## src/rtl/fp16_addsub_arbiter_if.sv

```systemverilog
// fp16_addsub_arbiter_if
//   Bundles the requester, response and add/sub-unit signals of
//   fp16_addsub_arbiter. Clock and reset stay plain ports on the module.
//   slave  : arbiter view (consumes requests, drives responses and the unit)
//   master : environment view (requesters, response sinks and the add/sub unit)
//   Signals:
//     req0/1_valid, req0/1_ready    request handshake per requester
//     req0/1_c, req0/1_d, req0/1_ch fp16 operands and op select (1 = C-D)
//     rsp0/1_valid, rsp0/1_ready    response handshake per requester
//     rsp_a                         fp16 result shared by both response channels
//     add_c, add_d, add_ch          operands driven onto the add/sub unit
//     add_a                         result returned by the add/sub unit
//     busy                          operation in flight or response pending
interface fp16_addsub_arbiter_if;
  logic        req0_valid;
  logic        req0_ready;
  logic [15:0] req0_c;
  logic [15:0] req0_d;
  logic        req0_ch;
  logic        req1_valid;
  logic        req1_ready;
  logic [15:0] req1_c;
  logic [15:0] req1_d;
  logic        req1_ch;
  logic        rsp0_valid;
  logic        rsp0_ready;
  logic        rsp1_valid;
  logic        rsp1_ready;
  logic [15:0] rsp_a;
  logic [15:0] add_c;
  logic [15:0] add_d;
  logic        add_ch;
  logic [15:0] add_a;
  logic        busy;

  modport slave (
    input  req0_valid, req0_c, req0_d, req0_ch,
    input  req1_valid, req1_c, req1_d, req1_ch,
    input  rsp0_ready, rsp1_ready, add_a,
    output req0_ready, req1_ready, rsp0_valid, rsp1_valid, rsp_a,
    output add_c, add_d, add_ch, busy
  );

  modport master (
    output req0_valid, req0_c, req0_d, req0_ch,
    output req1_valid, req1_c, req1_d, req1_ch,
    output rsp0_ready, rsp1_ready, add_a,
    input  req0_ready, req1_ready, rsp0_valid, rsp1_valid, rsp_a,
    input  add_c, add_d, add_ch, busy
  );
endinterface

```

## src/rtl/fp16_addsub_arbiter.sv

```systemverilog
// fp16_addsub_arbiter
//   Shares one combinational fp16 add/sub unit between two requesters.
//   A round-robin winner's operands are registered onto the unit, the unit
//   result is sampled after LAT cycles and returned on the winner's response
//   channel. No arithmetic is done here; fp16 bits pass straight through.
//   Ports:
//     clk       rising-edge clock
//     rst       synchronous active-high reset (aborts any operation)
//     bus       fp16_addsub_arbiter_if.slave (requests, responses, unit)
//     gnt0_cnt  saturating grant count, requester 0 (GRANT_CNT_EN only)
//     gnt1_cnt  saturating grant count, requester 1 (GRANT_CNT_EN only)
//   Parameters:
//     LAT    cycles operands are held on the unit before sampling (1..15)
//     CNT_W  grant counter width (GRANT_CNT_EN only)
//   Optional feature macro: GRANT_CNT_EN adds the grant counters.
module fp16_addsub_arbiter #(
  parameter int unsigned LAT   = 1,
  parameter int unsigned CNT_W = 16
) (
  input  logic                 clk,
  input  logic                 rst,
  fp16_addsub_arbiter_if.slave bus
`ifdef GRANT_CNT_EN
  ,
  output logic [CNT_W-1:0]     gnt0_cnt,
  output logic [CNT_W-1:0]     gnt1_cnt
`endif
);

  localparam logic [1:0] ST_IDLE = 2'd0;
  localparam logic [1:0] ST_BUSY = 2'd1;
  localparam logic [1:0] ST_RESP = 2'd2;
  localparam logic [3:0] LAT_CNT = 4'(LAT);

  logic [1:0] state;
  logic       last;      // requester served most recently
  logic       tag;       // requester owning the operation in flight
  logic [3:0] cnt;       // remaining hold cycles before sampling add_a
  logic       grant0;
  logic       grant1;
  logic       take0;
  logic       take1;
  logic       rsp_take;

  // Round-robin choice: a lone requester wins, a tie goes to the one not served last
  always_comb begin
    grant0 = 1'b0;
    grant1 = 1'b0;
    if (bus.req0_valid && bus.req1_valid) begin
      grant0 = last;
      grant1 = ~last;
    end else begin
      grant0 = bus.req0_valid;
      grant1 = bus.req1_valid;
    end
  end

  assign take0          = (state == ST_IDLE) & grant0;
  assign take1          = (state == ST_IDLE) & grant1;
  assign bus.req0_ready = take0;
  assign bus.req1_ready = take1;
  // Only the tagged channel's ready can complete the response
  assign rsp_take       = tag ? bus.rsp1_ready : bus.rsp0_ready;
  assign bus.rsp0_valid = (state == ST_RESP) & ~tag;
  assign bus.rsp1_valid = (state == ST_RESP) & tag;
  assign bus.busy       = (state != ST_IDLE);

  // Control FSM plus operand and result registers
  always_ff @(posedge clk) begin
    if (rst) begin
      state      <= ST_IDLE;
      last       <= 1'b1;
      tag        <= 1'b0;
      cnt        <= 4'd0;
      bus.add_c  <= 16'h0000;
      bus.add_d  <= 16'h0000;
      bus.add_ch <= 1'b0;
      bus.rsp_a  <= 16'h0000;
    end else begin
      case (state)
        ST_IDLE: begin
          if (take0 || take1) begin
            bus.add_c  <= take1 ? bus.req1_c  : bus.req0_c;
            bus.add_d  <= take1 ? bus.req1_d  : bus.req0_d;
            bus.add_ch <= take1 ? bus.req1_ch : bus.req0_ch;
            tag        <= take1;
            cnt        <= LAT_CNT;
            state      <= ST_BUSY;
          end
        end
        ST_BUSY: begin
          cnt <= cnt - 4'd1;
          // Operands have now been on the unit for LAT cycles
          if (cnt == 4'd1) begin
            bus.rsp_a <= bus.add_a;
            state     <= ST_RESP;
          end
        end
        ST_RESP: begin
          if (rsp_take) begin
            last  <= tag;
            state <= ST_IDLE;
          end
        end
        default: begin
          state <= ST_IDLE;
        end
      endcase
    end
  end

`ifdef GRANT_CNT_EN
  // Saturating per-requester request-handshake counters
  always_ff @(posedge clk) begin
    if (rst) begin
      gnt0_cnt <= '0;
      gnt1_cnt <= '0;
    end else begin
      if (take0 && (gnt0_cnt != {CNT_W{1'b1}})) begin
        gnt0_cnt <= gnt0_cnt + CNT_W'(1);
      end
      if (take1 && (gnt1_cnt != {CNT_W{1'b1}})) begin
        gnt1_cnt <= gnt1_cnt + CNT_W'(1);
      end
    end
  end
`endif

endmodule
```

## src/flat_wrapper.sv

```systemverilog
// flat-port wrapper written by rule: the top's interface ports become plain ports
module fp16_addsub_arbiter_flat 
#(
  parameter int unsigned LAT   = 1,
  parameter int unsigned CNT_W = 16
)
  (clk, rst, bus_req0_valid, bus_req0_c, bus_req0_d, bus_req0_ch, bus_req1_valid, bus_req1_c, bus_req1_d, bus_req1_ch, bus_rsp0_ready, bus_rsp1_ready, bus_add_a, bus_req0_ready, bus_req1_ready, bus_rsp0_valid, bus_rsp1_valid, bus_rsp_a, bus_add_c, bus_add_d, bus_add_ch, bus_busy);
  fp16_addsub_arbiter_if bus_i ();
  input  logic clk;
  input  logic rst;
  input wire logic [$bits(bus_i.req0_valid)-1:0] bus_req0_valid;
  input wire logic [$bits(bus_i.req0_c)-1:0] bus_req0_c;
  input wire logic [$bits(bus_i.req0_d)-1:0] bus_req0_d;
  input wire logic [$bits(bus_i.req0_ch)-1:0] bus_req0_ch;
  input wire logic [$bits(bus_i.req1_valid)-1:0] bus_req1_valid;
  input wire logic [$bits(bus_i.req1_c)-1:0] bus_req1_c;
  input wire logic [$bits(bus_i.req1_d)-1:0] bus_req1_d;
  input wire logic [$bits(bus_i.req1_ch)-1:0] bus_req1_ch;
  input wire logic [$bits(bus_i.rsp0_ready)-1:0] bus_rsp0_ready;
  input wire logic [$bits(bus_i.rsp1_ready)-1:0] bus_rsp1_ready;
  input wire logic [$bits(bus_i.add_a)-1:0] bus_add_a;
  output wire logic [$bits(bus_i.req0_ready)-1:0] bus_req0_ready;
  output wire logic [$bits(bus_i.req1_ready)-1:0] bus_req1_ready;
  output wire logic [$bits(bus_i.rsp0_valid)-1:0] bus_rsp0_valid;
  output wire logic [$bits(bus_i.rsp1_valid)-1:0] bus_rsp1_valid;
  output wire logic [$bits(bus_i.rsp_a)-1:0] bus_rsp_a;
  output wire logic [$bits(bus_i.add_c)-1:0] bus_add_c;
  output wire logic [$bits(bus_i.add_d)-1:0] bus_add_d;
  output wire logic [$bits(bus_i.add_ch)-1:0] bus_add_ch;
  output wire logic [$bits(bus_i.busy)-1:0] bus_busy;
  assign bus_i.req0_valid = bus_req0_valid;
  assign bus_i.req0_c = bus_req0_c;
  assign bus_i.req0_d = bus_req0_d;
  assign bus_i.req0_ch = bus_req0_ch;
  assign bus_i.req1_valid = bus_req1_valid;
  assign bus_i.req1_c = bus_req1_c;
  assign bus_i.req1_d = bus_req1_d;
  assign bus_i.req1_ch = bus_req1_ch;
  assign bus_i.rsp0_ready = bus_rsp0_ready;
  assign bus_i.rsp1_ready = bus_rsp1_ready;
  assign bus_i.add_a = bus_add_a;
  assign bus_req0_ready = bus_i.req0_ready;
  assign bus_req1_ready = bus_i.req1_ready;
  assign bus_rsp0_valid = bus_i.rsp0_valid;
  assign bus_rsp1_valid = bus_i.rsp1_valid;
  assign bus_rsp_a = bus_i.rsp_a;
  assign bus_add_c = bus_i.add_c;
  assign bus_add_d = bus_i.add_d;
  assign bus_add_ch = bus_i.add_ch;
  assign bus_busy = bus_i.busy;
  fp16_addsub_arbiter #(.LAT(LAT), .CNT_W(CNT_W)) u_core (.clk(clk), .rst(rst), .bus(bus_i));
endmodule
```

## config.mk

```make
export PLATFORM = sky130hd
export DESIGN_NAME = fp16_addsub_arbiter_flat
export DESIGN_NICKNAME = d
export VERILOG_FILES = /design/src/rtl/fp16_addsub_arbiter_if.sv /design/src/rtl/fp16_addsub_arbiter.sv /design/src/flat_wrapper.sv
export SDC_FILE = /design/constraint.sdc
export NUM_CORES = 1
export LEC_CHECK = 0
export CORE_UTILIZATION = 43
export CTS_BUF_LIST = sky130_fd_sc_hd__clkbuf_8
export DETAILED_ROUTE_END_ITERATION = 12
export PLACE_DENSITY = 0.95
export SYNTH_ARGS = -nofsm -noshare
export SYNTH_HDL_FRONTEND = slang
export SYNTH_SLANG_ARGS = --single-unit
```

## constraint.sdc

```tcl
create_clock -name clk -period 4 [get_ports clk]
set_input_delay 1.2 -clock clk [delete_from_list [all_inputs] [get_ports clk]]
set_output_delay 1.2 -clock clk [all_outputs]
set_load 0.01 [all_outputs]
```

==> impl_metrics.toml <==
[run_status]
status = "finished, final reports clean"

[sta]
finClkSkew_ps = 6.98
tightest_slew_ps = 1030
slew_headroom = 0.311
hold_violations = 0
min_period_ps = 3910
setup_viol = 0
post-route-period-util = 0.978
max_freq_ghz = 0.255
rsz0062_at_grt = "false"
drv_slew = 0
fin_tns_setup_ps = 0

[run]
maxCapViolCount = 0

[clock_network]
cts_hold_buf = 0
clkLatencyLatePin_ps = 330
clockBufferDepth = 2
post_cts_buffers = 0
clk_transition_reported_paths_ps = 60
htreeDepth = 3
cts_buffers = 9
cts_tree = "yes"
ctsResizeCount = 0
root_buffer = "clkbuf_8"
cts.sinks = 57

[route]
postRouteAntennaNets = 0
firstDrtPassIters = 5
route.detailed.drc = 0
routedWlPerCell_um = 16.3
wirelength_mm = 8.45
drt_iter0_drc = 247
avgViaCountPerCell = 5.92
vias = 3067

[synthesis]
ys_seq_area_frac = 0.431
synth_top_family_by_area = "compound AO/OA/AOI/OAI gates"
synth_area_leaders = "dfxtp_1 (43%), nand3_1 (9.5%), o21ai_0 (9.5%)"
yosysTopAreaCell = "dfxtp_1"
synth_cell_type_count = 35
netlist_instances = 319
synth_nets = 409
syn-mean-instance-area_um2 = 8.30
synth_seq_cells = 57
synth_top_area_frac = 0.431
yosys.area_share.adder = 0.00945
synth-simple-area-share = 0.224
synth_xor_area_frac = 0
synth_compound_area_frac = 0.245
yosysWarnings = 0
muxShareOfSynthArea = 0.00378
synth.cell_area_mm2 = 0.00265

[worst_hold_path]
min_path_type = "flip-flop to flip-flop"
holdPathEnd = "u_core.bus.rsp_a[15]"
hold_depth = 2
min_from = "u_core.bus.rsp_a[15]"

[place]
io_buffer_count = 141
gp_congestion = 0.741
place_inst = 502
hpwl_mm = 5.41

[worst_setup_path]
ff2ff_path_depth = 4
worstPathRequired_ps = 2800
r2r-start = "u_core.cnt[0]"
worstPathArrival_ps = 2710
cpPeakStageDelay_ps = 610
worstSetupPathType = "primary input to output port"
reg2reg_slack_ps = 2160
path_max_fanout = 3
cp_common_cell = "clkdlybuf4s50_1"
crit_chain = "clkdlybuf4s50_1 > a211oi_4 > and2_1 > clkdlybuf4s50_1"
cp-end-kind = "output port"
timing.rr.end = "u_core.bus.rsp_a[7]"
cp_slowest_cell = "clkdlybuf4s50_1"
cp-start-kind = "primary input"

[floorplanning]
core_area_mm2 = 0.00592
row_count = 28
die_h_um = 80.5
fp.dieW_um = 80.5
start_util = 0.447
dieArea_mm2 = 0.00647
boundaryPins = 142

[final_layout]
fin_nets = 528
antenna_cells = 0
final_util = 0.706
instances_no_fill = 518
drive_gt1_frac = 0.0609
synthToLayoutAreaGrowth_pct = 57.8

[global_routing]
met1_usage = 0.287
track_usage = 0.260
grt_pass1_wl_mm = 13.0
busiest_layer = "met2"
grt_max_degree = 57
grt.met3_usage = 0.0784
grt_pass1_vias = 2901
overflow = 0
met2_usage = 0.446
antenna_found_initial = 0

[power]
p_per_area_mw_per_mm2 = 404
p_leak_uw = 0.00142
peakVddDrop_uv = 245
-- logic make-up (layout without fill, tap and decap cells) --
family / count (synthesis) / count (layout)
AND/OR/NAND/NOR: 103 / 103
multiplexers: 1 / 1
buffers and inverters: 42 / 166
flip-flops: 57 / 57
AO/OA/AOI/OAI: 114 / 114
adder cells (fa/ha/maj): 2 / 2
-- power by group --
group / internal, µW / leakage, µW / total (µW) / switching [µW]
Combinational: 236 / 0.000840 / 478 / 242
Clock: 319 / 0.000109 / 545 / 226
Sequential: 625 / 0.000467 / 663 / 37.8
Total: 1180 / 0.00142 / 1690 / 506
-- layout make-up --
| class | count | area, µm² |
|---|---|---|
| inverters | 4 | 15.0 |
| repair buffers | 146 | 1440 |
| flip-flops and latches | 57 | 1140 |
| clock buffers | 11 | 151 |
| multi-input cells | 220 | 1280 |
| well taps | 75 | 93.8 |
| fillers | 467 | 1740 |
| clock inverters | 5 | 53.8 |
-- worst max-delay path by stage --
| stage | start | endpoint | slack [ps] |
|---|---|---|---|
| floorplan | bus_req0_valid | bus_req1_ready | 750 |
| global placement | bus_req0_valid | bus_req1_ready | 130 |
| detailed placement | bus_req0_valid | bus_req1_ready | 90 |
| CTS | bus_req0_valid | bus_req1_ready | 90 |
| global route | bus_req0_valid | bus_req1_ready | 40 |
| finish | bus_req0_valid | bus_req1_ready | 90 |
-- sequential cells by signal, summed over array words and instances (netlist names) --
signal / count
u_core.bus.add_c: 16
u_core.bus.add_ch: 1
u_core.bus.add_d: 16
u_core.bus.rsp_a: 16
u_core.cnt: 4
u_core.last: 1
u_core.state: 2
u_core.tag: 1
-- per-layer routing --
| metal | vias to the layer above | part of all wire |
|---|---|---|
| met5 | - | 0 |
| met4 | 0 | 0.027 |
| met3 | 17 | 0.10 |
| met2 | 187 | 0.48 |
| met1 | 1415 | 0.39 |
| li1 | 1448 | - |
-- cell usage after synthesis --
cell type,number
dfxtp_1,57
nand3_1,50
o21ai_0,50
a31oi_1,34
nand4_1,33
a21oi_1,21
clkbuf_1,15
buf_2,14
buf_6,5
buf_4,4
inv_1,3
nand2b_1,3
and2_1,2
ha_1,2
nor2_1,2
nor2_4,2
nor2b_1,2
o211ai_1,2
or3_1,2
a211oi_1,1
a211oi_4,1
a22oi_1,1
a2bb2oi_1,1
and2b_1,1
and3_1,1
inv_2,1
mux2i_1,1
nand2_1,1
nand3b_1,1
nor3_1,1
nor3b_2,1
o211a_1,1
o21a_1,1
o21ai_1,1
or3b_1,1
-- critical path, delay by kind of cell --
family	cells	cell delay (ps)
AOI/OAI and AO/OA	1	270
buffers and inverters	2	1090
and+or+nand+nor	1	150
-- through the flow --
| step | area (µm²) | power [µW] | worst slack [ps] | hold slack (ps) |
|---|---|---|---|---|
| 6_report | 4180 | 1690 | 86.0 | 478 |
| 3_3_place_gp | 3970 | 1140 | 128 | 460 |
| 5_1_grt | 4180 | 1770 | 35.3 | 501 |
| 2_1_floorplan | 2650 | 931 | 752 | 478 |
| 4_1_cts | 4180 | 1690 | 87.0 | 478 |
| 3_5_place_dp | 3970 | 1150 | 87.0 | 468 |
-- cells in the final DEF, fill, tap and decap left out, drive strengths merged, types with 3 or more instances in the layout --
cell type      Yosys  routed
inv                4       4
clkbuf            15      11
nand3             50      50
a31oi             34      34
nand4             33      33
nand2b             3       3
nor2               4       4
a21oi             21      21
dfxtp             57      57
clkinv             0       4
clkdlybuf4s50      0     140
o21ai             51      51
buf               23       6
Power figures use the tool's default switching activity.
